**src/rtl/fsk_seq_pkg.sv**
```systemverilog
// Shared register map, bit positions and FSM state type for the FSK transmit sequencer.
package fsk_seq_pkg;

  localparam logic [1:0] REG_CTRL   = 2'd0;
  localparam logic [1:0] REG_DIV    = 2'd1;
  localparam logic [1:0] REG_DATA   = 2'd2;
  localparam logic [1:0] REG_STATUS = 2'd3;

  localparam int CTRL_EN     = 0;
  localparam int CTRL_FLUSH  = 1;
  localparam int CTRL_IRQ_EN = 2;

  localparam int STAT_BUSY    = 0;
  localparam int STAT_FULL    = 1;
  localparam int STAT_EMPTY   = 2;
  localparam int STAT_OVF     = 3;
  localparam int STAT_DONE    = 4;
  localparam int STAT_CNT_LSB = 8;
  localparam int STAT_CNT_MSB = 10;

  typedef enum logic [1:0] {IDLE, START, DATA, STOP} tx_state_t;

endpackage

```
**src/rtl/fsk_byte_fifo.sv**
```systemverilog
// Small synchronous byte FIFO; a push while full is dropped, flush clears all entries.
module fsk_byte_fifo #(
  parameter int DEPTH = 4
) (
  input  logic                     clk,
  input  logic                     rst,
  input  logic                     push,
  input  logic                     pop,
  input  logic                     flush,
  input  logic [7:0]               din,
  output logic [7:0]               dout,
  output logic                     full,
  output logic                     empty,
  output logic [$clog2(DEPTH):0]   count
);

  localparam int AW = $clog2(DEPTH);
  localparam logic [AW:0] FULL_CNT = (AW + 1)'(DEPTH);

  logic [7:0]    mem [DEPTH];
  logic [AW-1:0] wr_ptr;
  logic [AW-1:0] rd_ptr;
  logic          do_push;
  logic          do_pop;

  assign full    = (count == FULL_CNT);
  assign empty   = (count == '0);
  assign do_push = push && !full;
  assign do_pop  = pop && !empty;
  assign dout    = mem[rd_ptr];

  always_ff @(posedge clk) begin
    if (rst || flush) begin
      wr_ptr <= '0;
      rd_ptr <= '0;
      count  <= '0;
    end else begin
      if (do_push) wr_ptr <= wr_ptr + 1'b1;
      if (do_pop)  rd_ptr <= rd_ptr + 1'b1;
      case ({do_push, do_pop})
        2'b10:   count <= count + 1'b1;
        2'b01:   count <= count - 1'b1;
        default: count <= count;
      endcase
    end
  end

  // Storage carries no reset; only the pointers define what is valid.
  always_ff @(posedge clk) begin
    if (do_push) mem[wr_ptr] <= din;
  end

endmodule

```
**src/rtl/fsk_tx_sequencer.sv**
```systemverilog
// Wishbone-programmed UART-style framer driving the mark/space select of the FSK tone generator.
module fsk_tx_sequencer
  import fsk_seq_pkg::*;
#(
  parameter logic [31:0] BASE_ADDR  = 32'h3000_0000,
  parameter int          FIFO_DEPTH = 4,
  parameter logic [15:0] DIV_RESET  = 16'd99
) (
  input  logic        wb_clk_i,
  input  logic        wb_rst_i,
  input  logic        wbs_stb_i,
  input  logic        wbs_cyc_i,
  input  logic        wbs_we_i,
  input  logic [3:0]  wbs_sel_i,
  input  logic [31:0] wbs_adr_i,
  input  logic [31:0] wbs_dat_i,
  output logic        wbs_ack_o,
  output logic [31:0] wbs_dat_o,
  output logic        fsk_bit_o,
  output logic        fsk_en_o,
  output logic        irq_o
);

  localparam int CW = $clog2(FIFO_DEPTH) + 1;

  logic          hit;
  logic          acc;
  logic          wr;
  logic [1:0]    woff;
  logic          wr_ctrl;
  logic          wr_div;
  logic          wr_data;
  logic          wr_status;
  logic          enable;
  logic          irq_en;
  logic          overflow;
  logic          done;
  logic [15:0]   div;
  logic [31:0]   status_word;
  logic [31:0]   rdata;

  logic          fifo_pop;
  logic          fifo_flush;
  logic [7:0]    fifo_dout;
  logic          fifo_full;
  logic          fifo_empty;
  logic [CW-1:0] fifo_count;

  tx_state_t     state;
  tx_state_t     state_nxt;
  logic [15:0]   baud_cnt;
  logic [15:0]   baud_nxt;
  logic [15:0]   div_lat;
  logic [15:0]   div_lat_nxt;
  logic [2:0]    bit_idx;
  logic [2:0]    bit_nxt;
  logic [7:0]    shreg;
  logic [7:0]    sh_nxt;
  logic          load;
  logic          done_set;
  logic          sym_end;
  logic          busy;

  logic          unused_bits;
  assign unused_bits = ^{wbs_sel_i[3:2], wbs_adr_i[1:0], wbs_dat_i[31:16]};

  assign hit       = wbs_stb_i && wbs_cyc_i && (wbs_adr_i[31:4] == BASE_ADDR[31:4]);
  assign acc       = hit && !wbs_ack_o;
  assign wr        = acc && wbs_we_i;
  assign woff      = wbs_adr_i[3:2];
  assign wr_ctrl   = wr && (woff == REG_CTRL);
  assign wr_div    = wr && (woff == REG_DIV);
  assign wr_data   = wr && (woff == REG_DATA);
  assign wr_status = wr && (woff == REG_STATUS);
  assign fifo_flush = wr_ctrl && wbs_dat_i[CTRL_FLUSH];

  fsk_byte_fifo #(
    .DEPTH (FIFO_DEPTH)
  ) u_fifo (
    .clk   (wb_clk_i),
    .rst   (wb_rst_i),
    .push  (wr_data),
    .pop   (fifo_pop),
    .flush (fifo_flush),
    .din   (wbs_dat_i[7:0]),
    .dout  (fifo_dout),
    .full  (fifo_full),
    .empty (fifo_empty),
    .count (fifo_count)
  );

  assign busy = (state != IDLE);

  always_comb begin
    status_word = '0;
    status_word[STAT_BUSY]  = busy;
    status_word[STAT_FULL]  = fifo_full;
    status_word[STAT_EMPTY] = fifo_empty;
    status_word[STAT_OVF]   = overflow;
    status_word[STAT_DONE]  = done;
    status_word[STAT_CNT_MSB:STAT_CNT_LSB] = 3'(fifo_count);
  end

  always_comb begin
    rdata = '0;
    case (woff)
      REG_CTRL:   begin
        rdata[CTRL_EN]     = enable;
        rdata[CTRL_IRQ_EN] = irq_en;
      end
      REG_DIV:    rdata[15:0] = div;
      REG_STATUS: rdata = status_word;
      default:    rdata = '0;
    endcase
  end

  always_ff @(posedge wb_clk_i) begin
    if (wb_rst_i) begin
      wbs_ack_o <= 1'b0;
      wbs_dat_o <= '0;
    end else begin
      wbs_ack_o <= acc;
      wbs_dat_o <= (acc && !wbs_we_i) ? rdata : '0;
    end
  end

  // Sticky status: a hardware set in the same cycle as a W1C wins.
  always_ff @(posedge wb_clk_i) begin
    if (wb_rst_i) begin
      enable   <= 1'b0;
      irq_en   <= 1'b0;
      div      <= DIV_RESET;
      overflow <= 1'b0;
      done     <= 1'b0;
    end else begin
      if (wr_ctrl) begin
        enable <= wbs_dat_i[CTRL_EN];
        irq_en <= wbs_dat_i[CTRL_IRQ_EN];
      end
      if (wr_div && wbs_sel_i[0]) div[7:0]  <= wbs_dat_i[7:0];
      if (wr_div && wbs_sel_i[1]) div[15:8] <= wbs_dat_i[15:8];
      if (wr_data && fifo_full)
        overflow <= 1'b1;
      else if (wr_status && wbs_dat_i[STAT_OVF])
        overflow <= 1'b0;
      if (done_set)
        done <= 1'b1;
      else if (wr_status && wbs_dat_i[STAT_DONE])
        done <= 1'b0;
    end
  end

  assign sym_end = (baud_cnt == '0);

  always_comb begin
    state_nxt   = state;
    baud_nxt    = baud_cnt;
    bit_nxt     = bit_idx;
    sh_nxt      = shreg;
    div_lat_nxt = div_lat;
    fifo_pop    = 1'b0;
    done_set    = 1'b0;
    load        = 1'b0;
    unique case (state)
      IDLE: begin
        if (enable && !fifo_empty) load = 1'b1;
      end
      START: begin
        if (sym_end) begin
          state_nxt = DATA;
          baud_nxt  = div_lat;
          bit_nxt   = '0;
        end else begin
          baud_nxt = baud_cnt - 1'b1;
        end
      end
      DATA: begin
        if (sym_end) begin
          baud_nxt = div_lat;
          sh_nxt   = shreg >> 1;
          if (bit_idx == 3'd7) state_nxt = STOP;
          else                 bit_nxt   = bit_idx + 1'b1;
        end else begin
          baud_nxt = baud_cnt - 1'b1;
        end
      end
      STOP: begin
        if (sym_end) begin
          if (enable && !fifo_empty) begin
            load = 1'b1;
          end else begin
            state_nxt = IDLE;
            done_set  = 1'b1;
          end
        end else begin
          baud_nxt = baud_cnt - 1'b1;
        end
      end
    endcase
    // DIV is captured only here, so mid-frame writes wait for the next frame.
    if (load) begin
      fifo_pop    = 1'b1;
      state_nxt   = START;
      baud_nxt    = div;
      div_lat_nxt = div;
      sh_nxt      = fifo_dout;
      bit_nxt     = '0;
    end
  end

  always_ff @(posedge wb_clk_i) begin
    if (wb_rst_i) begin
      state    <= IDLE;
      baud_cnt <= '0;
      bit_idx  <= '0;
    end else begin
      state    <= state_nxt;
      baud_cnt <= baud_nxt;
      bit_idx  <= bit_nxt;
    end
  end

  always_ff @(posedge wb_clk_i) begin
    shreg   <= sh_nxt;
    div_lat <= div_lat_nxt;
  end

  assign fsk_en_o  = busy;
  assign fsk_bit_o = (state == DATA) ? shreg[0] : (state != START);
  assign irq_o     = done && irq_en;

endmodule

```
**config.mk**
```make
export PLATFORM = sky130hd
export DESIGN_NAME = fsk_tx_sequencer
export DESIGN_NICKNAME = d
export VERILOG_FILES = /design/src/rtl/fsk_seq_pkg.sv /design/src/rtl/fsk_byte_fifo.sv /design/src/rtl/fsk_tx_sequencer.sv
export SDC_FILE = /design/constraint.sdc
export NUM_CORES = 1
export LEC_CHECK = 0
export BUFFER_PORTS_ARGS = -buffer_cell sky130_fd_sc_hd__buf_2
export CAP_MARGIN = 20
export CORE_MARGIN = 3
export CORE_UTILIZATION = 40
export DETAILED_ROUTE_END_ITERATION = 16
export MAX_ROUTING_LAYER = met4
export PLACE_DENSITY_LB_ADDON = 0.1
export SYNTH_ARGS = -nofsm -noshare
export SYNTH_HDL_FRONTEND = slang
export SYNTH_HIERARCHICAL = 1
export SYNTH_SLANG_ARGS = --single-unit
```
**constraint.sdc**
```tcl
create_clock -name wb_clk_i -period 3 [get_ports wb_clk_i]
set_input_delay 0.15 -clock wb_clk_i [delete_from_list [all_inputs] [get_ports wb_clk_i]]
set_output_delay 0.15 -clock wb_clk_i [all_outputs]
set_load 0.02 [all_outputs]
```
==> Word-level counts from Yosys, hierarchy flattened <==
Memories as Yosys holds them, arrays and structs flattened. A register that Yosys moved wholly into a read port is not among the register bits.
Cells that the tools add are included.
W data, S select, Z words.
{ "op_classes": {"n_eq_ne": 24, "add_sub_neg": 6, "muxes": 39, "n_reduce_logical": 46, "n_bitwise": 1} }
{ "op_table": {"columns": ["operator", "n"], "rows": [
  ["$mux W16", 3],
  ["$pmux W16 S2", 1],
  ["$eq A28 B26 Y1 const B", 1],
  ["$pmux W13 S2", 1],
  ["$mux W8", 3],
  ["$logic_and A1 B1 Y1", 19],
  ["$ne A3 B3 Y1 const B", 6],
  ["$logic_not A16 Y1", 1],
  ["$sub A16 B1 Y16 const B", 1],
  ["$mux W1", 14],
  ["$mux W2", 7],
  ["$reduce_bool A2 Y1", 7],
  ["$ne A2 B2 Y1 const B", 6],
  ["$pmux W3 S2", 2],
  ["$reduce_and A6 Y1", 2],
  ["$eq A2 B2 Y1 const B", 5],
  ["$mux W3", 3],
  ["$add A3 B1 Y3 const B", 2],
  ["$eq A2 B1 Y1 const B", 3],
  ["$eq A3 B3 Y1 const B", 2],
  ["$pmux W1 S3", 2],
  ["$pmux W2 S3", 1],
  ["$reduce_bool A3 Y1", 2],
  ["$reduce_or A2 Y1", 3],
  ["other kinds (12)", 19]
]} }
{ "totals": {"output_inout_bits": 36, "n_memories": 1, "register_bits": 105, "ram_bits": 32, "in_bits": 73, "word_cells": 135} }
{ "memory_table": {"columns": ["memory", "words", "word_bits", "rd", "rd_ports_with_merged_regs", "write_ports", "line", "source"], "rows": [
  ["u_fifo.mem", 4, 8, 1, 1, 1, "fsk_byte_fifo.sv:20", "logic [7:0] mem [DEPTH];"]
]} }

==> Depth between registers and ports, before layout <==
{ "depth": {"ltp_word": 10, "mapped_depth": 14, "mapped_depth_nobuf": 14} }

==> Hierarchy <==
Netlist, hierarchy kept.
{ "modules_own_cells": {"columns": ["module", "seq_area_each_um2", "area_each_um2", "cells_each", "instances"], "rows": [
  ["fsk_tx_sequencer", 1881.8, 4169.0, 423, 1],
  ["fsk_byte_fifo", 1141.1, 1642.8, 98, 1]
]} }

==> Worst setup path before layout <==
OpenSTA, ideal clock, no wires.
{ "synth_timing": {"path_type": "reg2reg", "start": "register baud_cnt[0]", "end": "register u_fifo.count[2]", "arrival_time_ns": 3.139, "synth_period_minus_slack_ns": 3.209, "slack_ns": -0.209, "setup_time_ns": 0.070, "stages_incl_launch_ff": 15, "required_ns": 2.930, "n_path_buf": 0, "cell_sequence": "dfxtp_1 -> inv_1 -> ha_1 -> nor3b_1 -> nand4_2 -> o21ai_1 -> nand2_1 -> inv_2 -> nor2b_1 -> ha_1 -> inv_1 -> fa_1 -> xor2_1 -> or3_1 -> a21oi_1"} }
{ "synth_via": {"elab_chain_len": 7, "word_cells_on_any_way": 9, "classes_between": "eq/ne: 2; mux: 4; reduce/logical: 3"} }
{ "synth_lines": {"columns": ["item", "line", "source"], "rows": [
  ["start, declared", "fsk_tx_sequencer.sv:51", "logic [15:0] baud_cnt;"],
  ["start signal, assigned", "fsk_tx_sequencer.sv:218", "baud_cnt <= baud_nxt;"],
  ["$logic_not A16 Y1 (*)", "fsk_tx_sequencer.sv:153", "assign sym_end = (baud_cnt == '0);"],
  ["$mux W1 (*)", "fsk_tx_sequencer.sv:188", "if (sym_end) begin"],
  ["$pmux W1 S2 (*)", "fsk_tx_sequencer.sv:164", "unique case (state)"],
  ["$mux W1 (*)", "fsk_tx_sequencer.sv:201", "if (load) begin"],
  ["net fifo_pop", "fsk_tx_sequencer.sv:42", "logic fifo_pop;"],
  ["$logic_and A1 B1 Y1 (*)", "fsk_byte_fifo.sv:29", "assign do_pop = pop && !empty;"],
  ["net u_fifo.do_pop", "fsk_byte_fifo.sv:24", "logic do_pop;"],
  ["$eq A2 B1 Y1 / $eq A2 B2 Y1 (equally long branches)", "fsk_byte_fifo.sv:40", "case ({do_push, do_pop})"],
  ["$pmux W3 S2 / $reduce_bool A2 Y1 (equally long branches)", null, null],
  ["end signal, assigned", "fsk_byte_fifo.sv:41", "2'b10: count <= count + 1'b1;"],
  ["end signal, assigned", "fsk_byte_fifo.sv:42", "2'b01: count <= count - 1'b1;"],
  ["end signal, assigned", "fsk_byte_fifo.sv:43", "default: count <= count;"],
  ["end, declared", "fsk_byte_fifo.sv:14", "output logic [$clog2(DEPTH):0] count"]
]} }
The timed path passes the listed nets; every way through them passes the cells marked *.
A chain may end at the register's enable or synchronous reset.

==> Worst setup path in the final report <==
Ends and elaborated chain as after synthesis.

==> impl_results.md <==
- Highest Clock Rate: 353 MHz
- GRT Residual Overflow: 0
- Yosys Warn Count: 6
- Clk pwr share: 32.2%
- Clk_skew: 0.00670 ns
- Vias in the first global route: 4387
- # diodes: 0
- CP Data Arrival Time: 3.18 ns
- Final Net Count: 717
- Cell variety after synth: 70
- DRC violations left: 0
- Global-route wire length before repair: 23700 um
- Initial DRT Pass Iterations: 4
- Die W: 127 um
- Vias per inst: 5.45
- Initial antenna violation count: 0
- Worst VDD drop: 0.321 mV
- Pin count of the biggest net entering global routing: 37
- RSZ-0062 raised after global routing: no
- DP Worst Slack: 0.103 ns
- Number of synthesized flops with an enable pin: 56
- Post-route ant nets: 0
- Total power: 6.15 mW
- P per Cell Area: 855 nW/um2
- # clock sinks: 123
- CTS tree: built
- Overall routing resource usage: 19.4%
- Post-layout min period: 2.83 ns
- Placer Congestion: 0.808
- Number of placed cells counting well taps: 775
- Post-DP Area: 6450 um2
- P_int: 4.00 mW
- DR vias: 4483
- Synthesis-to-finish area growth: 23.8%
- CP Launch Type: flop
- Outcome: completed
- Setup TNS: 0 ns
- Die footprint: 16000 um2
- WP data required: 3.34 ns
- Clock tree root driver cell: clkbuf_16
- Worst-margin pin slew: 0.730 ns
- Initial DRC Count: 261
- Routed wire length: 14600 um
- Mapped Cells: 521
- Initial core utilization: 41.4%
- Clock transition at path regs: 0.06 ns
- Cell Rows: 43
- Hold Vio Cnt, Final: 0
- Sequential Power Share: 31.9%
- Period utilization: 94.4%
- # setup viols final: 0
- Htree depth: 4
- Comb power frac: 35.8%
- Fin area: 7200 um2
- Slew Viols, Final: 0
- Cts bufs inserted: 17
- Share of flip-flops with an asynchronous set or reset: 0%
- Count of input and output buffers: 72
- Max FO, Critical Path: 4
- Avg Cell Area, Syn: 11.2 um2
- Net Sw Frac: 34.9%
- Worst rel slew slack: 51.3%
- LEAKAGE: 2.81 nW
- Synthesized cell area: 5810 um2
- Setup CP Type: reg -> reg
- Core footprint: 14000 um2
- Setup crit end kind: flop
- DR WL/cell: 17.8 um
- Max-cap violation count: 0
- Share of cells above drive strength 1: 25.9%
- Clk_lat worst skew: 0.42 ns
- Ys flop type: dfxtp_1
- I/O pins: 109
- Class of the worst hold path: in -> reg
- Register bit total from synthesis: 123
- CTS Buffer Depth: 2
- Dpl hpwl: 10200 um
- Sequential fraction of the synthesis area: 52.0%
- Die Ht: 127 um
- Net Switching: 2.15 mW
- Worst Setup Slack, final: 0.167 ns
- Post-route insts no fill: 822
==> cell usage after synthesis (all sizes together), types with 8 or more instances <==
| cell type | count | area (um2) |
|---|---|---|
| mux4 | 8 | 180 |
| ha | 14 | 175 |
| dfxtp | 67 | 1340 |
| nor3 | 19 | 118 |
| inv | 24 | 90.1 |
| nand2 | 29 | 109 |
| mux2 | 8 | 90.1 |
| a21oi | 17 | 85.1 |
| o21ai | 21 | 105 |
| and3 | 15 | 93.8 |
| buf | 25 | 170 |
| nor4 | 14 | 139 |
| clkbuf | 16 | 61.3 |
| nand3 | 10 | 50.1 |
| nor2 | 39 | 149 |
| edfxtp | 56 | 1680 |
| mux2i | 29 | 290 |
==> flip-flops by register name (all words and copies together) (netlist names), 2 cells and up, named ones only <==
signal / flops
wbs_dat_o: 16
bit_idx: 3
state: 2
u_fifo/rd_ptr: 2
baud_cnt: 16
div: 16
div_lat: 16
u_fifo/count: 3
u_fifo/mem: 32
shreg: 8
u_fifo/wr_ptr: 2
==> layout make-up <==
class	instances	area, um2
clock buffer	18	429
clock inverter	14	146
fill	1271	6850
inverter	24	95.1
multi-input combinational	348	2560
sequential	123	3020
tap	180	225
timing repair buffer	115	718
==> metal layers <==
| metal | share of wire (%) | up-vias | routed length [um] | track usage, % |
|---|---|---|---|---|
| met2 | 45 | 144 | 6640 | 29.4 |
| met4 | 2.0 | 0 | 285 | 6.56 |
| met1 | 48 | 2181 | 6950 | 26.5 |
| met5 | 0 | - | 0 | - |
| met3 | 4.9 | 21 | 714 | 3.49 |
| li1 | - | 2137 | - | - |
==> power groups by stage <==
stage,logic (mW),clock network (mW),registers (mW)
floorplan,1.53,0,1.99
global placement,2.14,0,1.99
detailed placement,2.15,0,1.99
CTS,2.18,2.01,1.96
global route,2.47,2.09,1.98
finish,2.20,1.98,1.96
==> stage by stage <==
step / util (%) / hold slack, ns
2_1_floorplan: - / 0.249
3_3_place_gp: 45.9 / 0.384
3_5_place_dp: 45.9 / 0.397
4_1_cts: 51.0 / 0.00955
5_1_grt: 51.2 / 0.00979
6_report: 51.2 / 0.0237
==> worst max-delay path: stages, from the launching register on <==
cell     delay, ns
dfxtp_1       0.33
inv_1         0.08
ha_2          0.19
nor3b_4       0.20
nand4_2       0.18
o21ai_2       0.19
nand2_2       0.11
inv_6         0.06
nor2b_4       0.14
ha_2          0.20
inv_1         0.06
fa_1          0.38
xor2_1        0.17
or3_1         0.31
a21oi_1       0.15
==> layout by cell type, fill, tap and decap left out, types with 5 or more instances in the layout <==
master         synthesis  final
inv_1                 23     23
nor2_1                38     38
buf_4                 16     29
a21oi_1               17     17
nand2_1               29     28
o22ai_1                7      7
xnor2_1                6      6
o31ai_1                6      6
a31oi_1                5      5
o21ai_0               18     18
clkbuf_16              0     17
dlygate4sd3_1          0     14
edfxtp_1              56     56
mux2i_1               29     29
ha_1                  14     12
nand3_1               10     10
mux2_2                 7      7
conb_1                 1     16
nor3_1                17     17
and3_1                15     15
nand4_1                6      6
nor4_1                10     10
mux4_2                 8      8
dfxtp_1               67     67
or3_1                  5      5
a311oi_1               7      7
buf_2                  7     72
==> cells by family (layout without fill, tap and decap cells) <==
group                    count (synthesis)  after routing  share of synthesized area [%]
other                                    1             16                         0.0645
multiplexers                            45             45                           9.64
AND/OR/NAND/NOR                        174            174                           17.8
XOR/XNOR                                10             10                           1.51
adder cells (fa/ha/maj)                 15             15                           3.36
buffers and inverters                   65            171                           5.53
AO/OA/AOI/OAI                           88             88                           10.1
flip-flops                             123            123                           52.0
==> timing repair <==
| action | 4_1_cts | 5_1_grt |
|---|---|---|
| hold buffers | 14 | 0 |
| resized for setup | 0 | 6 |
| setup buffers | 0 | 1 |
| endpoints found under the hold margin | 27 | 0 |
| setup endpoints to repair | 0 | 1 |
==> path summary, 6_finish.rpt <==
check / slack (ns) / end / cells past startpoint / start
min: 0.02 / u_fifo/mem[2][7] / 1 / wbs_dat_i[7]
max reg2reg: 0.17 / u_fifo/count[2] / 14 / baud_cnt[0]
max: 0.17 / u_fifo/count[2] / 14 / baud_cnt[0]
min reg2reg: 0.48 / done / 2 / done
(Power assumes the default switching activity.)
